File: src/rtl/alsu_pkg.sv
// ---------------------------------------------------------------------------
// alsu_pkg
// Shared types for the ALSU command sequencer slice.
//   opcode_e     : ALSU opcode encodings (110/111 are invalid on the ALSU)
//   seq_state_e  : sequencer FSM states
//   alsu_cmd_t   : one buffered command, every cmd_* field of the upstream port
//   step_tag_t   : per-driven-vector tag carried alongside the ALSU pipeline
//   PARK_CMD     : all-zero vector (OR of 0,0 -> ALSU out 0)
//   is_invalid() : encodings the ALSU refuses to compute
//   is_shift()   : opcodes that expand into repeated steps
// ---------------------------------------------------------------------------
package alsu_pkg;

    typedef enum logic [2:0] {
        OR     = 3'b000,
        XOR    = 3'b001,
        ADD    = 3'b010,
        MULT   = 3'b011,
        SHIFT  = 3'b100,
        ROTATE = 3'b101,
        INV6   = 3'b110,
        INV7   = 3'b111
    } opcode_e;

    typedef enum logic {
        IDLE  = 1'b0,
        ISSUE = 1'b1
    } seq_state_e;

    typedef struct packed {
        opcode_e    opcode;
        logic [2:0] a;
        logic [2:0] b;
        logic       cin;
        logic       serial_in;
        logic       red_a;
        logic       red_b;
        logic       byp_a;
        logic       byp_b;
        logic       dir;
        logic [2:0] rep;
    } alsu_cmd_t;

    typedef struct packed {
        logic last;
        logic err;
    } step_tag_t;

    localparam alsu_cmd_t PARK_CMD = '0;

    // Reduction is only meaningful for the two bitwise opcodes; anything
    // else asking for it, or the two unused opcodes, is rejected by the ALSU.
    function automatic logic is_invalid(alsu_cmd_t cmd);
        logic red_any;
        red_any = cmd.red_a | cmd.red_b;
        return (cmd.opcode == INV6) || (cmd.opcode == INV7) ||
               (red_any && (cmd.opcode != OR) && (cmd.opcode != XOR));
    endfunction

    function automatic logic is_shift(alsu_cmd_t cmd);
        return (cmd.opcode == SHIFT) || (cmd.opcode == ROTATE);
    endfunction

endpackage

File: src/rtl/alsu_cmd_fifo.sv
// ---------------------------------------------------------------------------
// alsu_cmd_fifo
// Synchronous FIFO of alsu_cmd_t with count-based full/empty flags.
//   clk, rst_n : clock, asynchronous active-low reset
//   push       : write wr_data (ignored when full)
//   wr_data    : command to enqueue
//   pop        : drop the head entry (ignored when empty)
//   rd_data    : current head entry (valid when !empty)
//   full/empty : occupancy flags
// ---------------------------------------------------------------------------
module alsu_cmd_fifo
    import alsu_pkg::*;
#(
    parameter int DEPTH = 4
) (
    input  logic      clk,
    input  logic      rst_n,
    input  logic      push,
    input  alsu_cmd_t wr_data,
    input  logic      pop,
    output alsu_cmd_t rd_data,
    output logic      full,
    output logic      empty
);

    localparam int AW = $clog2(DEPTH);
    localparam logic [AW:0]   FULL_COUNT = (AW + 1)'(DEPTH);
    localparam logic [AW:0]   COUNT_ONE  = (AW + 1)'(1);
    localparam logic [AW-1:0] PTR_ONE    = AW'(1);

    alsu_cmd_t   mem [DEPTH];
    logic [AW-1:0] wr_ptr;
    logic [AW-1:0] rd_ptr;
    logic [AW:0]   count;
    logic          do_push;
    logic          do_pop;

    assign full    = (count == FULL_COUNT);
    assign empty   = (count == '0);
    assign do_push = push && !full;
    assign do_pop  = pop && !empty;
    assign rd_data = mem[rd_ptr];

    // Storage needs no reset: an entry is only read after it was written.
    always_ff @(posedge clk) begin
        if (do_push) begin
            mem[wr_ptr] <= wr_data;
        end
    end

    // Pointers wrap naturally because DEPTH is a power of two; the count
    // alone decides full/empty so no extra wrap bit is needed.
    always_ff @(posedge clk or negedge rst_n) begin
        if (!rst_n) begin
            wr_ptr <= '0;
            rd_ptr <= '0;
            count  <= '0;
        end else begin
            if (do_push) begin
                wr_ptr <= wr_ptr + PTR_ONE;
            end
            if (do_pop) begin
                rd_ptr <= rd_ptr + PTR_ONE;
            end
            case ({do_push, do_pop})
                2'b10:   count <= count + COUNT_ONE;
                2'b01:   count <= count - COUNT_ONE;
                default: count <= count;
            endcase
        end
    end

endmodule

File: src/rtl/alsu_cmd_sequencer.sv
// ---------------------------------------------------------------------------
// alsu_cmd_sequencer
// Buffers ALSU commands and drives the ALSU one registered vector per cycle,
// repeating shift/rotate vectors (cmd_rep+1 times), then reports one result
// per command after the ALSU pipeline latency.
//   clk, rst_n        : clock, asynchronous active-low reset
//   cmd_valid/ready   : command handshake (ready = FIFO not full)
//   cmd_*             : command fields
//   alsu_*            : registered drive vector into the ALSU
//   alsu_out          : ALSU result, ALSU_LAT cycles after the drive cycle
//   res_valid/data/err: one-cycle result strobe, sampled result, invalid flag
//   busy              : queued, issuing, or awaiting a result
// ---------------------------------------------------------------------------
module alsu_cmd_sequencer
    import alsu_pkg::*;
#(
    parameter int    FIFO_DEPTH     = 4,
    parameter int    ALSU_LAT       = 2,
    parameter string INPUT_PRIORITY = "A"
) (
    input  logic       clk,
    input  logic       rst_n,
    input  logic       cmd_valid,
    output logic       cmd_ready,
    input  logic [2:0] cmd_opcode,
    input  logic [2:0] cmd_a,
    input  logic [2:0] cmd_b,
    input  logic       cmd_cin,
    input  logic       cmd_serial_in,
    input  logic       cmd_red_a,
    input  logic       cmd_red_b,
    input  logic       cmd_byp_a,
    input  logic       cmd_byp_b,
    input  logic       cmd_dir,
    input  logic [2:0] cmd_rep,
    output logic [2:0] alsu_a,
    output logic [2:0] alsu_b,
    output logic [2:0] alsu_opcode,
    output logic       alsu_cin,
    output logic       alsu_serial_in,
    output logic       alsu_red_a,
    output logic       alsu_red_b,
    output logic       alsu_byp_a,
    output logic       alsu_byp_b,
    output logic       alsu_dir,
    input  logic [5:0] alsu_out,
    output logic       res_valid,
    output logic [5:0] res_data,
    output logic       res_err,
    output logic       busy
);

    // The sequencer never computes results itself; the priority only has to
    // name one of the two operands the ALSU understands.
    if (!(INPUT_PRIORITY == "A" || INPUT_PRIORITY == "B")) begin : g_bad_priority
        $error("INPUT_PRIORITY must be \"A\" or \"B\"");
    end

    alsu_cmd_t  cmd_in;
    alsu_cmd_t  head;
    logic       fifo_full;
    logic       fifo_empty;
    logic       pop;

    seq_state_e state_q, state_d;
    logic [2:0] steps_q, steps_d;
    alsu_cmd_t  drive_q, drive_d;
    logic       err_q, err_d;
    logic       take_head;

    step_tag_t  cur_tag;
    step_tag_t  tag_pipe [ALSU_LAT];
    logic       pipe_busy;

    assign cmd_in = '{opcode: opcode_e'(cmd_opcode), a: cmd_a, b: cmd_b, cin: cmd_cin,
                      serial_in: cmd_serial_in, red_a: cmd_red_a, red_b: cmd_red_b,
                      byp_a: cmd_byp_a, byp_b: cmd_byp_b, dir: cmd_dir, rep: cmd_rep};

    alsu_cmd_fifo #(
        .DEPTH(FIFO_DEPTH)
    ) u_fifo (
        .clk    (clk),
        .rst_n  (rst_n),
        .push   (cmd_valid),
        .wr_data(cmd_in),
        .pop    (pop),
        .rd_data(head),
        .full   (fifo_full),
        .empty  (fifo_empty)
    );

    assign cmd_ready = !fifo_full;

    // FSM state, step counter, drive vector and the error flag of the
    // command currently being driven.
    always_ff @(posedge clk or negedge rst_n) begin
        if (!rst_n) begin
            state_q <= IDLE;
            steps_q <= '0;
            drive_q <= PARK_CMD;
            err_q   <= 1'b0;
        end else begin
            state_q <= state_d;
            steps_q <= steps_d;
            drive_q <= drive_d;
            err_q   <= err_d;
        end
    end

    // Next-state logic. The head is taken either from IDLE or on the last
    // step of the current command, so consecutive commands issue with no
    // bubble; anything else falls back to the park vector.
    always_comb begin
        state_d   = state_q;
        steps_d   = steps_q;
        drive_d   = PARK_CMD;
        err_d     = err_q;
        take_head = 1'b0;
        case (state_q)
            IDLE: begin
                take_head = !fifo_empty;
            end
            ISSUE: begin
                if (steps_q != 3'd0) begin
                    steps_d = steps_q - 3'd1;
                    drive_d = drive_q;
                end else if (!fifo_empty) begin
                    take_head = 1'b1;
                end else begin
                    state_d = IDLE;
                end
            end
            default: begin
                state_d = IDLE;
            end
        endcase
        if (take_head) begin
            state_d = ISSUE;
            drive_d = head;
            steps_d = is_shift(head) ? head.rep : 3'd0;
            err_d   = is_invalid(head);
        end
    end

    assign pop = take_head;

    assign alsu_opcode    = drive_q.opcode;
    assign alsu_a         = drive_q.a;
    assign alsu_b         = drive_q.b;
    assign alsu_cin       = drive_q.cin;
    assign alsu_serial_in = drive_q.serial_in;
    assign alsu_red_a     = drive_q.red_a;
    assign alsu_red_b     = drive_q.red_b;
    assign alsu_byp_a     = drive_q.byp_a;
    assign alsu_byp_b     = drive_q.byp_b;
    assign alsu_dir       = drive_q.dir;

    // Only the final step of a command wants its result reported.
    assign cur_tag.last = (state_q == ISSUE) && (steps_q == 3'd0);
    assign cur_tag.err  = err_q;

    // The tag follows its vector through the ALSU; when it reaches the last
    // stage alsu_out holds that vector's result, which is captured into the
    // result register (the final pipe stage) together with the strobe.
    always_ff @(posedge clk or negedge rst_n) begin
        if (!rst_n) begin
            for (int i = 0; i < ALSU_LAT; i++) begin
                tag_pipe[i] <= '0;
            end
            res_valid <= 1'b0;
            res_data  <= '0;
            res_err   <= 1'b0;
        end else begin
            tag_pipe[0] <= cur_tag;
            for (int i = 1; i < ALSU_LAT; i++) begin
                tag_pipe[i] <= tag_pipe[i-1];
            end
            res_valid <= tag_pipe[ALSU_LAT-1].last;
            res_err   <= tag_pipe[ALSU_LAT-1].last & tag_pipe[ALSU_LAT-1].err;
            if (tag_pipe[ALSU_LAT-1].last) begin
                res_data <= alsu_out;
            end
        end
    end

    // Any result still on its way keeps the block busy.
    always_comb begin
        pipe_busy = res_valid;
        for (int i = 0; i < ALSU_LAT; i++) begin
            pipe_busy = pipe_busy | tag_pipe[i].last;
        end
    end

    assign busy = !fifo_empty || (state_q != IDLE) || pipe_busy;

endmodule

File: config.mk
export PLATFORM = sky130hd
export DESIGN_NAME = alsu_cmd_sequencer
export DESIGN_NICKNAME = d
export VERILOG_FILES = /design/src/rtl/alsu_pkg.sv /design/src/rtl/alsu_cmd_fifo.sv /design/src/rtl/alsu_cmd_sequencer.sv
export SDC_FILE = /design/constraint.sdc
export NUM_CORES = 1
export LEC_CHECK = 0
export CORE_AREA = 2 2 94 96
export CTS_CLUSTER_DIAMETER = 40
export DETAILED_ROUTE_END_ITERATION = 16
export DIE_AREA = 0 0 96 98
export DONT_BUFFER_PORTS = 1
export PLACE_DENSITY = 0.71
export SLEW_MARGIN = 10
export SYNTH_ARGS = -nofsm -noshare
export SYNTH_HDL_FRONTEND = slang
export SYNTH_HIERARCHICAL = 1
export SYNTH_SLANG_ARGS = --single-unit
File: constraint.sdc
create_clock -name clk -period 3.1 [get_ports clk]
set_input_delay 0.31 -clock clk [delete_from_list [all_inputs] [get_ports clk]]
set_output_delay 0.31 -clock clk [all_outputs]
set_load 0.05 [all_outputs]
==> results_dict.tcl <==
set metrics [dict create \
    status "completed" \
    top_level_ports 54 \
    synth.ff_latch_count 116 \
    critPathRequiredTime_ns 2.79 \
    syn-cell-area_um2 4462 \
    worst_slew_pin_slew_ns 0.6155 \
    h-tree-depth 4 \
    path_max_fanout 8 \
    grt_usage_pct 18.51 \
    synth_edf_count 76 \
    synth_top_cell_area_share_pct 51.15 \
    finalHoldViolations 0 \
    antenna_found_initial 0 \
    fin_util_pct 64.56 \
    cts.sinks 116 \
    worstHoldEndpoint "u_fifo/wr_ptr[0]" \
    rows 34 \
    cts.path.max_buffers 2 \
    min_period_ns 2.422 \
    root_buffer "clkbuf_8" \
    die-area_um2 9408 \
    synth_cells 223 \
    r2r-start "steps_q[0]" \
    ir_drop_mv 0.5870 \
    drv_slew 0 \
    reg2regPathDepth 11 \
    grt_first_pass_wirelength_um 12320 \
    clk_latency_ns 0.52 \
    reg2reg_slack_ns 0.75 \
    dr.pass1.iters 4 \
    dieWidth_um 96 \
    gr-total-overflow 0 \
    finalSetupTns_ns 0 \
    hold_depth 2 \
    ys.flop_type "edfxtp_1" \
    max_freq_mhz 413.0 \
    skew_ns 0.009326 \
    fill_cells 572 \
    cts_tree "done" \
    synth_nets 259 \
    grt_max_degree 41 \
    nNetsFinal 304 \
    drv_cap 0 \
    synth.avg_cell_area_um2 20.01 \
    fin_crit_sh_pct 78.12 \
    crit_path_start_kind "flop" \
    fp.dieH_um 98 \
    synth_warnings 6 \
    drc_errors 0 \
    p_leak_nw 2.053 \
    setup_viol 0 \
    rr_endpoint "u_fifo/count[2]" \
    synth_common_cells "76 x edfxtp_1, 40 x dfrtp_1, 19 x mux4_2, 16 x a22o_1, 11 x inv_1" \
    synth.largest_area_cell "edfxtp_1" \
    yosysSeqAreaShare_pct 73.58 \
    yosys.cell_count.top_type "edfxtp_1" \
    synth_area_leaders "edfxtp_1 51%, dfrtp_1 22%, mux4_2 9.6%, a22o_1 3.1%, ha_1 2.0%" \
    io_buffers 0 \
    max_slew_margin_pct 58.97 \
    min_from "cmd_valid" \
    cp.arrival_ns 2.11 \
    routabilityCongestion 0.7377 \
    timing.hold.ws_ns 0.08824 \
    n_antenna_cell 0 \
    wl_per_cell_um 19.72 \
    crit_type "reg -> out" \
    wl_um 7671 \
    initial_core_util_pct 52.70 \
    final_layout_size_suffix_gt1_share_pct 24.91 \
    postRouteAntennaNets 0 \
    vias 2154 \
    vias_per_cell 5.537 \
    core_area_um2 8466 \
    endpoint_kind "output port" \
    rsz0062_at_grt "no" \
    synth_cell_types 38 \
    cts_setup_buffers 0 \
    grt_pass1_vias 2432 \
    async_flop_share_pct 34.48 \
    postCtsResizedCells 0 \
    hpwl_um 4514 \
    hold_path.class "in -> reg" \
    clkTransAtPathRegs_ns 0.06 \
    first_iter_violations 124 \
    cts_made_buffers 17 \
    syn2layout_area_growth_pct 22.49 \
    power.density_nw_per_um2 1160 \
]
## worst max-delay path: stages (launching register included)
cell,delay [ns]
dfrtp_1,0.45
nor3_1,0.21
buf_4,0.20
nand2b_1,0.08
or4_1,0.66
## registers in the layout, indices dropped and copies added (netlist names), 2 cells and up
name / flops
u_fifo/mem: 76
res_data: 6
tag_pipe: 4
alsu_a: 3
alsu_b: 3
alsu_opcode: 3
steps_q: 3
u_fifo/count: 3
u_fifo/rd_ptr: 2
u_fifo/wr_ptr: 2
## report_power, final
group | leakage, nW | internal [W] | switching [W] | total (W)
Sequential | 1.18 | 0.00213 | 0.000828 | 0.00295
Combinational | 0.598 | 0.000756 | 0.000691 | 0.00145
Clock | 0.277 | 0.00129 | 0.000649 | 0.00194
## repair_timing
item                                    CTS  global route
hold buffers                             27             0
endpoints found under the setup margin    0             0
hold endpoints to repair                122             0
## how the worst max path moves through the flow
stage                               start              end  slack [ns]  depth (start not counted)
after floorplan           u_fifo/count[0]  u_fifo/count[2]        0.72                         10
after global placement         steps_q[0]  u_fifo/count[2]        0.92                         11
after detailed placement       steps_q[0]  u_fifo/count[2]        0.81                         11
after CTS                 u_fifo/count[0]             busy        0.65                          4
after global routing      u_fifo/count[0]             busy        0.52                          4
final                     u_fifo/count[0]             busy        0.68                          4
## layout make-up
class / count / area, µm² / share of cell area, %
Timing Repair Buffer: 34 / 332.8 / 6.090
Clock inverter: 12 / 163.9 / 2.999
Inverter: 11 / 41.29 / 0.7555
Tap cell: 108 / 135.1 / 2.473
Sequential cell: 116 / 3283 / 60.07
Clock buffer: 20 / 425.4 / 7.784
Multi-Input combinational cell: 88 / 1084 / 19.83
## routing by layer
layer / routed length [µm] / global-route usage (%) / vias up
met5: 0 / 0 / -
met4: 126 / 7.912 / 0
met3: 392 / 6.559 / 14
met2: 3907 / 29.70 / 60
met1: 3243 / 22.64 / 1105
li1: - / - / 975
## stage by stage
step	worst slack, ns	instance area (µm²)	instances	total power, W
3_3_place_gp	0.9211	4596	330	0.004339
6_report	0.6784	5465	389	0.006341
2_1_floorplan	0.7168	4462	223	0.004044
3_5_place_dp	0.8051	4596	330	0.004403
5_1_grt	0.5228	5465	389	0.006654
4_1_cts	0.6507	5465	389	0.006403
## cell families after synthesis
logic type	share of synthesized area (%)
AO/OA/AOI/OAI	5.384
buffers and inverters	2.215
multiplexers	11.67
XOR/XNOR	1.178
adder cells (fa/ha/maj)	2.412
flip-flops	73.58
AND/OR/NAND/NOR	3.561
## layout by cell type (no fill, tap or decap), types with 2 or more instances in the layout
cell           netlist  layout
a21oi_1              3       2
a221oi_1             2       2
a22o_1              16      16
and2_2               4       4
buf_4                0       7
bufinv_16            0       4
clkbuf_1             1       3
clkbuf_16            0      16
clkinv_1             0       3
clkinv_2             0       2
clkinvlp_4           0       3
dfrtp_1             40      40
dlygate4sd3_1        0      26
edfxtp_1            76      76
ha_1                 7       7
inv_1               11      11
mux2_2               6       6
mux4_2              19      19
nand2b_1             2       2
nor4bb_1             2       2
xnor2_1              3       3
xor2_1               3       3
Power figures use the tool's default switching activity.
